===== src/rtl/window_sr_ctrl.sv =====
// Stream controller for a sliding-window shift register.
// Accepts raster-order pixels, drives the window register's shift port,
// tracks the image position and flags cycles where the parallel window
// holds a complete, non-wrapping WIN_W x WIN_H patch. Under downstream
// backpressure the window register is frozen so the patch stays stable.
module window_sr_ctrl #(
    parameter int IMG_WIDTH  = 28,
    parameter int IMG_HEIGHT = 28,
    parameter int WIN_W      = 3,
    parameter int WIN_H      = 3,
    parameter int CW         = $clog2(IMG_WIDTH),
    parameter int RW         = $clog2(IMG_HEIGHT)
) (
    input  logic          clock,
    input  logic          reset,
    input  logic [7:0]    in_data,
    input  logic          in_valid,
    input  logic          in_sof,
    output logic          in_ready,
    output logic [7:0]    sr_shift_in,
    output logic          sr_shift_en,
    output logic          win_valid,
    output logic [RW-1:0] win_row,
    output logic [CW-1:0] win_col,
    input  logic          out_ready,
    output logic          frame_done,
    output logic          sof_err
);

    typedef enum logic [1:0] {
        IDLE   = 2'd0,  // waiting for a start-of-frame pixel
        ACTIVE = 2'd1,  // streaming the frame
        DRAIN  = 2'd2   // all pixels in, waiting for the last window to be taken
    } state_t;

    // Exact counter limits and the first position at which a patch is complete.
    localparam logic [CW-1:0] COL_LAST = CW'(IMG_WIDTH - 1);
    localparam logic [RW-1:0] ROW_LAST = RW'(IMG_HEIGHT - 1);
    localparam logic [CW-1:0] COL_QUAL = CW'(WIN_W - 1);
    localparam logic [RW-1:0] ROW_QUAL = RW'(WIN_H - 1);

    state_t        state;
    state_t        state_next;

    // Position of the next pixel expected in raster order.
    logic [CW-1:0] col;
    logic [RW-1:0] row;

    // Position assigned to the pixel accepted this cycle; a start-of-frame
    // pixel always lands at (0,0) regardless of the running counters.
    logic [CW-1:0] pos_col;
    logic [RW-1:0] pos_row;

    logic          shift;      // pixel accepted and pushed into the window register
    logic          discard;    // pixel accepted in IDLE without in_sof: dropped
    logic          restart;    // in_sof accepted mid-frame: counters restart
    logic          take;       // consumer takes the current window
    logic          stall;      // pending window not yet taken
    logic          last_pix;   // accepted pixel is the bottom-right of the frame
    logic          qualify;    // accepted pixel completes a non-wrapping patch
    logic          frame_end;  // last window of the frame handed off

    assign take        = win_valid & out_ready;
    assign stall       = win_valid & ~out_ready;
    assign sr_shift_in = in_data;
    assign sr_shift_en = shift;

    assign last_pix = (pos_col == COL_LAST) && (pos_row == ROW_LAST);
    assign qualify  = shift && (pos_row >= ROW_QUAL) && (pos_col >= COL_QUAL);

    // State register.
    // NOTE: sequential state uses non-blocking (<=) so every flop samples
    // pre-edge values; blocking (=) is reserved for combinational logic.
    always_ff @(posedge clock or posedge reset) begin
        if (reset) begin
            state <= IDLE;
        end else begin
            state <= state_next;
        end
    end

    // Next-state, handshake and pixel-position decode.
    // NOTE: every output of this block is given a default first so no path
    // leaves a signal unassigned, which would otherwise infer a latch.
    always_comb begin
        state_next = state;
        in_ready   = 1'b0;
        shift      = 1'b0;
        discard    = 1'b0;
        restart    = 1'b0;
        frame_end  = 1'b0;
        pos_col    = col;
        pos_row    = row;

        case (state)
            IDLE: begin
                in_ready = 1'b1;
                if (in_valid) begin
                    if (in_sof) begin
                        shift   = 1'b1;
                        pos_col = '0;
                        pos_row = '0;
                    end else begin
                        discard = 1'b1;
                    end
                end
            end

            ACTIVE: begin
                // Freeze the window register while a patch awaits the consumer.
                in_ready = ~stall;
                if (in_valid && !stall) begin
                    shift = 1'b1;
                    if (in_sof) begin
                        restart = 1'b1;
                        pos_col = '0;
                        pos_row = '0;
                    end
                end
            end

            DRAIN: begin
                // The final pixel always completes a patch; leave once it is taken.
                if (take || !win_valid) begin
                    frame_end  = 1'b1;
                    state_next = IDLE;
                end
            end

            default: begin
                state_next = IDLE;
            end
        endcase

        if (shift) begin
            state_next = last_pix ? DRAIN : ACTIVE;
        end
    end

    // Raster position counters: advance on every shifted pixel, wrapping
    // column into row and row back to zero at the frame end.
    always_ff @(posedge clock or posedge reset) begin
        if (reset) begin
            col <= '0;
            row <= '0;
        end else if (shift) begin
            if (pos_col == COL_LAST) begin
                col <= '0;
                row <= (pos_row == ROW_LAST) ? '0 : pos_row + RW'(1);
            end else begin
                col <= pos_col + CW'(1);
                row <= pos_row;
            end
        end
    end

    // Window-valid flag and top-left coordinates, aligned with the shifted
    // register contents one cycle after the qualifying accept.
    always_ff @(posedge clock or posedge reset) begin
        if (reset) begin
            win_valid <= 1'b0;
            win_row   <= '0;
            win_col   <= '0;
        end else if (qualify) begin
            win_valid <= 1'b1;
            win_row   <= pos_row - ROW_QUAL;
            win_col   <= pos_col - COL_QUAL;
        end else if (take) begin
            win_valid <= 1'b0;
        end
    end

    // Frame completion pulse and sticky start-of-frame error.
    always_ff @(posedge clock or posedge reset) begin
        if (reset) begin
            frame_done <= 1'b0;
            sof_err    <= 1'b0;
        end else begin
            frame_done <= frame_end;
            sof_err    <= sof_err | discard | restart;
        end
    end

endmodule

===== config.mk =====
export PLATFORM = sky130hd
export DESIGN_NAME = window_sr_ctrl
export DESIGN_NICKNAME = d
export VERILOG_FILES = /design/src/rtl/window_sr_ctrl.sv
export SDC_FILE = /design/constraint.sdc
export NUM_CORES = 1
export LEC_CHECK = 0
export CORE_MARGIN = 4
export CORE_UTILIZATION = 33
export DETAILED_ROUTE_END_ITERATION = 10
export DONT_BUFFER_PORTS = 1
export PLACE_DENSITY = 0.45
export SKIP_LAST_GASP = 1
export SLEW_MARGIN = 20
export SYNTH_ARGS = -nofsm -noshare
export SYNTH_HDL_FRONTEND = slang
export SYNTH_SLANG_ARGS = --single-unit

===== constraint.sdc =====
create_clock -name clock -period 2.5 [get_ports clock]
set_clock_uncertainty 0.2 [all_clocks]
set_input_delay 0.625 -clock clock [delete_from_list [all_inputs] [get_ports clock]]
set_output_delay 0.625 -clock clock [all_outputs]
set_load 0.02 [all_outputs]

Yosys cells after proc, flatten, opt, wreduce, memory -nomap -nowiden
Cells that the tools add are included.
- word-level logic and storage cells: 66
- input port bits: 13
- register bits: 25
- add/sub/neg operators: 4
- bitwise gates (word level): 6
- multiplexer cells: 29
- order comparisons: 2
- equal/unequal tests: 6
- reduce and logical (&&, ||, !) cells: 11
- operators by type and width (operator ; count):
    two-way mux 5 bit ; 9
    case mux 5 bit (2 select lines) ; 2
    two-way mux 1 bit ; 12
    adder 5 x 1 -> 5 bit, second input constant ; 2
    equality test 5 bit, second input constant ; 2
    greater-or-equal comparator 5 x 2 -> 1 bit, second input constant ; 2
    subtractor 5 x 2 -> 5 bit, second input constant ; 2
    two-way mux 2 bit ; 3
    logical AND 1 bit ; 4
    case mux 1 bit (2 select lines) ; 2
    case mux 2 bit (2 select lines) ; 1
    != test 3 bit, second input constant ; 1
    AND 1 bit ; 2
    equality test 2 x 1 -> 1 bit, second input constant ; 1
    equality test 2 bit, second input constant ; 1
    logical NOT 1 bit ; 2
    logical NOT 2 bit ; 1
    != test 2 x 1 -> 1 bit, second input constant ; 1
    NOT 1 bit ; 2
    bitwise OR 1 bit ; 2
    AND reduction 2 bit ; 1
    nonzero test 2 bit ; 1
    OR reduction 2 bit ; 1
    logical OR 1 bit ; 1

Longest topological paths before layout
- depth after elaboration: 10
- gate-level depth with buffers: 12
- gate-level depth less buffers: 9

Least setup slack after synthesis
OpenSTA, ideal clock, no wires.
- path kind: input-to-reg
- start point: input in_valid
- end point: register win_col[0]
- arrival: 2.410 ns
- stages on the path: 9
- slack: -0.235 ns
- required time: 2.175 ns
- path through: and2b_2 nand3_1 clkbuf_1 nand2_1 ha_1 o21ai_0 a21oi_1 nor3_4 mux2_2
- longest elaborated chain between the ends: 6
- elaborated cells on any way between the ends: 15
- classes of those cells: add/sub (1); order compare (2); mux (9); reduce/logical (3)
- RTL lines (item ; line ; source):
    start, declared ; 17 ; input logic in_valid,
    logical AND 1 bit ; 112 ; if (in_valid && !stall) begin
    two-way mux 5 bit ; 112 ;
    case mux 5 bit (2 select lines) ; 95 ; case (state)
    greater-or-equal comparator 5 x 2 -> 1 bit ; 69 ; assign qualify = shift && (pos_row >= ROW_QUAL) && (pos_col >= COL_QUAL);
    logical AND 1 bit (2 in a row) ; 69 ;
    end signal, assigned ; 167 ; win_col <= pos_col - COL_QUAL;
    end, declared ; 24 ; output logic [CW-1:0] win_col,
Parallel ways exist; a longest one is shown, timed or not.
A chain may end at the register's enable or synchronous reset.

Worst setup path after layout
- start point: register state[1]
- end point: output sr_shift_en
- longest elaborated chain between the ends: 2
- elaborated cells on any way between the ends: 3
- classes of those cells: eq/ne (1); mux (1); reduce/logical (1)
- RTL lines (item ; line ; source):
    start, declared ; 42 ; state_t state;
    start signal, assigned ; 78 ; state <= state_next;
    equality test 2 x 1 -> 1 bit or logical NOT 2 bit (tied branches) ; 95 ;
    case mux 1 bit (2 select lines) * ; 95 ;
    end, declared ; 21 ; output logic sr_shift_en,
Mark *: on every way between the ends. The rest lies on a longest branch, timed or not.

==> impl_results.md <==
* Vias at 1157
* Startpoint Class: flop
* Tcrit/Tclk final at 96.6%
* First-pass GRT wire length at 5.90 mm
* WP data arrival at 1.59 ns
* Setup Crit Path Kind: flop to output port
* Pwr per Cell Area at 520 nW/um2
* Average cell area after synthesis at 9.60 um2
* Slew at the pin closest to its max-slew limit at 0.397 ns
* Worst skew pair latency at 0.27 ns
* Vias in the first global route at 1212
* Buffers & Inverters on Critical Path at 3
* Max rail drop VDD at 0.300 mV
* CP dominant cell by count: buf_4
* I/O pin count at 36
* GPL Wtd Cong at 0.747
* Synth cell count leaders: dfrtp_1, nand2_1, o21ai_0
* EDFF count, synth at 0
* Initial antenna violation count at 0
* Cts bufs inserted at 3
* Largest net degree at the start of global routing at 26
* Minimum hold slack at 0.0882 ns
* Syn. warnings at 0
* Die Wd at 74.7 um
* Reg-to-Reg Start: state[1]$_DFFE_PP0P_
* Crit path max fanout at 8
* Drt total wl at 3.37 mm
* Crit-path max cell delay at 0.43 ns
* FF-to-FF path depth at 9
* Synth top area share at 42.6%
* Longest Clk Path Bufs at 2
* Slew Viols, Final at 0
* Vias per cell at 5.03
* Mapped cell area at 1470 um2
* R2R setup slack at 0.09 ns
* Synth top area cells: dfrtp_1, ha_1, mux2_2
* Core area at 4140 um2
* #FFs+latches synth at 25
* CTS tree: done
* HP Class: input port to asynchronous set/reset pin
* Setup WS post-layout at 0.0848 ns
* Reg clk slew, reported paths at 0.09 ns
* Syn nets at 174
* GR Util All Layers at 13.6%
* Max Cap Viol at 0
* DRC violations left at 0
* CP required at 1.67 ns
* N_diodes at 0
* Layout Nets at 202
* DR WL/cell at 14.6 um
* Row Count at 23
* Cells after synthesis at 153
* Post-synth ARST share at 100%
* 1st-iter DRT viols at 45
* Port Buffers at 0
* Count leader, synth: dfrtp_1
* Dominant cell type by area after synthesis: dfrtp_1
* Layout cell share with drive strength beyond 1 at 38.9%
* Antenna Nets Post-Route at 0
* Hold Vio Cnt, Final at 0
* Dpl ws at -0.147 ns
* Max Fclk at 0.414 GHz
* CP max stage cell: dfrtp_1
* P&R area growth vs syn at 29.2%
* First-pass DRT Iterations at 4
* Worst path cell trace: and2b_2 -> buf_4 -> o211ai_1 -> buf_4 -> inv_4
* Seq/Total Area, Yosys at 42.6%
* Minimum clock period at 2.42 ns
* Slew HR at 73.4%
* Clock tree sinks at 25
* Distinct cells, synth at 39
* Outcome: finished, final reports clean
* Die area at 5580 um2
* # setup viols final at 0
* Setup crit end kind: output port
* Clock root buffer: clkbuf_8
* CP top delay family: buffers and inverters
* Synth Flop Type: dfrtp_1
* Die Span Y at 74.7 um
* H-tree depth at 1
* HPWL after DPL at 2.58 mm
* Total gr overflow at 0
* Leakage at 0.900 nW
* Reg2reg end: win_col[0]$_DFFE_PP0P_
* Initial Util at 35.4%
## cell families after synthesis
group,share of synthesized area [%]
AOI/OAI and AO/OA,14.2
xor gates and xnor gates,2.38
adders and majority gates,6.81
buffers and inverters,9.03
DFF,42.6
muxes,7.50
and+or+nand+nor,17.5
## worst reg2reg max path, delay by kind of cell, from the launching register on
kind | cells | cell delay, ns
AO/OA/AOI/OAI | 1 | 0.35
multiplexers | 1 | 0.30
adder cells (fa/ha/maj) | 1 | 0.20
AND/OR/NAND/NOR | 4 | 0.61
flip-flops | 1 | 0.43
buffers and inverters | 2 | 0.21
## per-layer routing
layer  vias to the layer above  part of all wire [%]  track usage (%)
li1                        577                     -                -
met3                        10                   4.5             3.07
met5                         -                     0                0
met2                        20                    50             23.0
met4                         0                   1.1             3.75
met1                       550                    44             17.5
## sequential cells by signal (all words and copies together) (netlist names)
| signal | count |
|---|---|
| col | 5 |
| frame_done | 1 |
| row | 5 |
| sof_err | 1 |
| state | 2 |
| win_col | 5 |
| win_row | 5 |
| win_valid | 1 |
## cells in the final DEF, fill, tap and decap left out, types with 2 or more instances in the layout
| master | instances |
|---|---|
| nand4b_1 | 2 |
| a21oi_2 | 2 |
| nor3_1 | 2 |
| nand2_1 | 17 |
| nand2_4 | 2 |
| dfrtp_1 | 25 |
| mux2i_1 | 2 |
| o211ai_1 | 2 |
| clkbuf_8 | 3 |
| nand4_1 | 3 |
| nor2_1 | 5 |
| ha_4 | 3 |
| nand2b_1 | 3 |
| nand3b_1 | 2 |
| o21ai_2 | 2 |
| ha_1 | 4 |
| inv_1 | 8 |
| xnor2_1 | 4 |
| mux2_4 | 8 |
| nand3_1 | 2 |
| a21oi_1 | 4 |
| o21ai_1 | 5 |
| inv_2 | 2 |
| buf_4 | 37 |
| o21ai_0 | 11 |
## layout make-up
| cell class | instances | area [um2] |
|---|---|---|
| clock buffers | 4 | 45.0 |
| repair buffers | 37 | 278 |
| flip-flops and latches | 25 | 626 |
| fillers | 410 | 2250 |
| multi-input cells | 103 | 843 |
| inverters | 11 | 43.8 |
| well taps | 50 | 62.6 |
## per-stage QoR
step / total power [mW] / area [um2] / utilization, % / setup TNS, ns / cells
floorplan: 0.656 / 1560 / - / -0.540 / 153
global placement: 0.741 / 1730 / 41.8 / -1.20 / 217
detailed placement: 0.743 / 1730 / 41.8 / -1.80 / 217
CTS: 0.987 / 1810 / 43.7 / -0.0963 / 224
global route: 1.06 / 1900 / 45.8 / -0.0787 / 230
finish: 0.986 / 1900 / 45.8 / 0 / 230
## report_power, final
group          internal [mW]  switching [mW]
Combinational          0.148           0.136
Clock                  0.114           0.126
Sequential             0.426          0.0363
## how the worst max path moves through the flow
stage | startpoint | endpoint | slack (ns) | cells after the start
finish | state[1]$_DFFE_PP0P_ | sr_shift_en | 0.08 | 5
global route | state[1]$_DFFE_PP0P_ | state[0]$_DFFE_PP0P_ | -0.01 | 10
CTS | state[1]$_DFFE_PP0P_ | win_col[0]$_DFFE_PP0P_ | -0.02 | 9
detailed placement | in_valid | win_col[0]$_DFFE_PP0P_ | -0.15 | 8
global placement | in_valid | win_row[0]$_DFFE_PP0P_ | -0.11 | 8
floorplan | in_valid | win_col[0]$_DFFE_PP0P_ | -0.07 | 9
## timing repair
item	in CTS	in global routing
hold buffers	0	0
gates resized for setup	2	13
endpoints found under the setup margin	10	20
pin swaps	1	3
buffers inserted	3	6
Note: power is estimated with default switching activity, not from simulation.
==> edit: new RTL, same flow settings <==
Make the reset (`reset`) synchronous in 4 clocked blocks.
--- a/src/rtl/window_sr_ctrl.sv
+++ b/src/rtl/window_sr_ctrl.sv
@@ -72,5 +72,5 @@
     // NOTE: sequential state uses non-blocking (<=) so every flop samples
     // pre-edge values; blocking (=) is reserved for combinational logic.
-    always_ff @(posedge clock or posedge reset) begin
+    always_ff @(posedge clock) begin
         if (reset) begin
             state <= IDLE;
@@ -140,5 +140,5 @@
     // Raster position counters: advance on every shifted pixel, wrapping
     // column into row and row back to zero at the frame end.
-    always_ff @(posedge clock or posedge reset) begin
+    always_ff @(posedge clock) begin
         if (reset) begin
             col <= '0;
@@ -157,5 +157,5 @@
     // Window-valid flag and top-left coordinates, aligned with the shifted
     // register contents one cycle after the qualifying accept.
-    always_ff @(posedge clock or posedge reset) begin
+    always_ff @(posedge clock) begin
         if (reset) begin
             win_valid <= 1'b0;
@@ -172,5 +172,5 @@
 
     // Frame completion pulse and sticky start-of-frame error.
-    always_ff @(posedge clock or posedge reset) begin
+    always_ff @(posedge clock) begin
         if (reset) begin
             frame_done <= 1'b0;
Behaviour: differs if reset is asserted again (counterexample within 4 cycles, from zero or initial values and one cycle with reset high); with reset held inactive, the same outputs for 10 cycles.
==> edit against the unedited design <==
- design area decreased by 11%
- cell count is 0.87% lower
- synthesized area decreased by 1.6%
- synthesized cell count is 8.5% higher
- sequential cell count is the same
- first-iteration DRC count increased by 20%
- worst hold slack improved by 0.13 ns
- via count is 5.7% higher
- setup slack lost 0.0035 ns
- wire length is 4.8% higher
- fmax is 0.15% lower
- die area is 1.4% lower
- critical path type is now input port to flip-flop
Power is not compared: it rests on default switching activity, and its combinational part moved more than twofold at a synthesized area within 25%.
==> edit: results (changes against the unedited design) <==
============================================================================
Met2 WL post-DR                                                      1670 um   -1.9%
Synthesized Nets                                                         186   +6.9%
Startpoint of the worst setup timing path                          out_ready
GR Util All Layers                                                     13.6%   -0.027 points
Estimated wirelength of the detail-placed design                     2690 um   +4.1%
Final worst slack                                                  0.0813 ns   -0.00354 ns
Cells on worst reg2reg path                                                8   -1
Largest fanout on the critical path                                        4   -4
Final worst hold slack                                              0.220 ns   +0.132 ns
Fraction of registers with async set or reset after synthesis             0%   -100 points
Sequential cell area fraction in the yosys report                      34.6%   -8.0 points
CP endpoint kind                                                   flip-flop
Pre-CTS setup slack                                                -0.172 ns   -0.0253 ns
Met3 usage in global routing                                           2.30%   -0.77 points
Synth area leaders                                              sky130_fd_sc_hd__dfxtp_1 (35%), sky130_fd_sc_hd__a21oi_1 (6.6%), sky130_fd_sc_hd__ha_1 (6.1%)
Nets@finish                                                              199   -1.5%
Mean number of vias per cell                                            5.36   +6.6%
Slew at the pin closest to its max-slew limit                       0.352 ns   -0.0449 ns
Placer's final routability congestion estimate                         0.740   -0.91%
Run status                                                         completed
Avg Inst Size Synth                                                8.71 um^2   -9.3%
Placed cell count                                                        224   +3.2%
Average detailed-routed wire length per instance                     15.5 um   +5.7%
Worst reg2reg endpoint                                          row[4]$_SDFFE_PP0P_
Data arrival time of the worst path                                  2.42 ns   +0.83 ns
Number of setup buffers added after CTS                                    0   -3
Fraction of layout instances using a drive strength above 1            29.2%   -9.7 points
Post_cts resized                                                           0   -2
Met2 track demand over resource                                        22.5%   -0.49 points
Post-route insts no fill                                                 228   -0.87%
Post-Place Cell Area                                            0.00164 mm^2   -5.3%
============================================================================
[edit: cell count changes in the layout (fill, tap and decap cells not counted), moves of 7 or more]
cell                      delta
sky130_fd_sc_hd__dfrtp_1    -25
sky130_fd_sc_hd__mux2_4      -8
sky130_fd_sc_hd__a21oi_1     +8
sky130_fd_sc_hd__buf_4      -12
sky130_fd_sc_hd__nand2_1    -10
sky130_fd_sc_hd__o21ai_0     -7
sky130_fd_sc_hd__dfxtp_1    +25
[edit: layout make-up]
class	instances	area, um^2
Inverter	8	30.0
Fill cell	417	2430
Clock inverter	1	5.00
Tap cell	50	62.6
Sequential cell	25	500
Timing Repair Buffer	25	188
Clock buffer	3	41.3
Multi-Input combinational cell	116	858
[edit: cell families after synthesis]
| group | share of synthesized area (%) |
|---|---|
| AOI/OAI and AO/OA | 26.1 |
| adders and majority gates | 6.06 |
| DFF | 34.6 |
| muxes | 0.693 |
| buffers and inverters | 10.6 |
| xor gates and xnor gates | 1.82 |
| and+or+nand+nor | 20.2 |
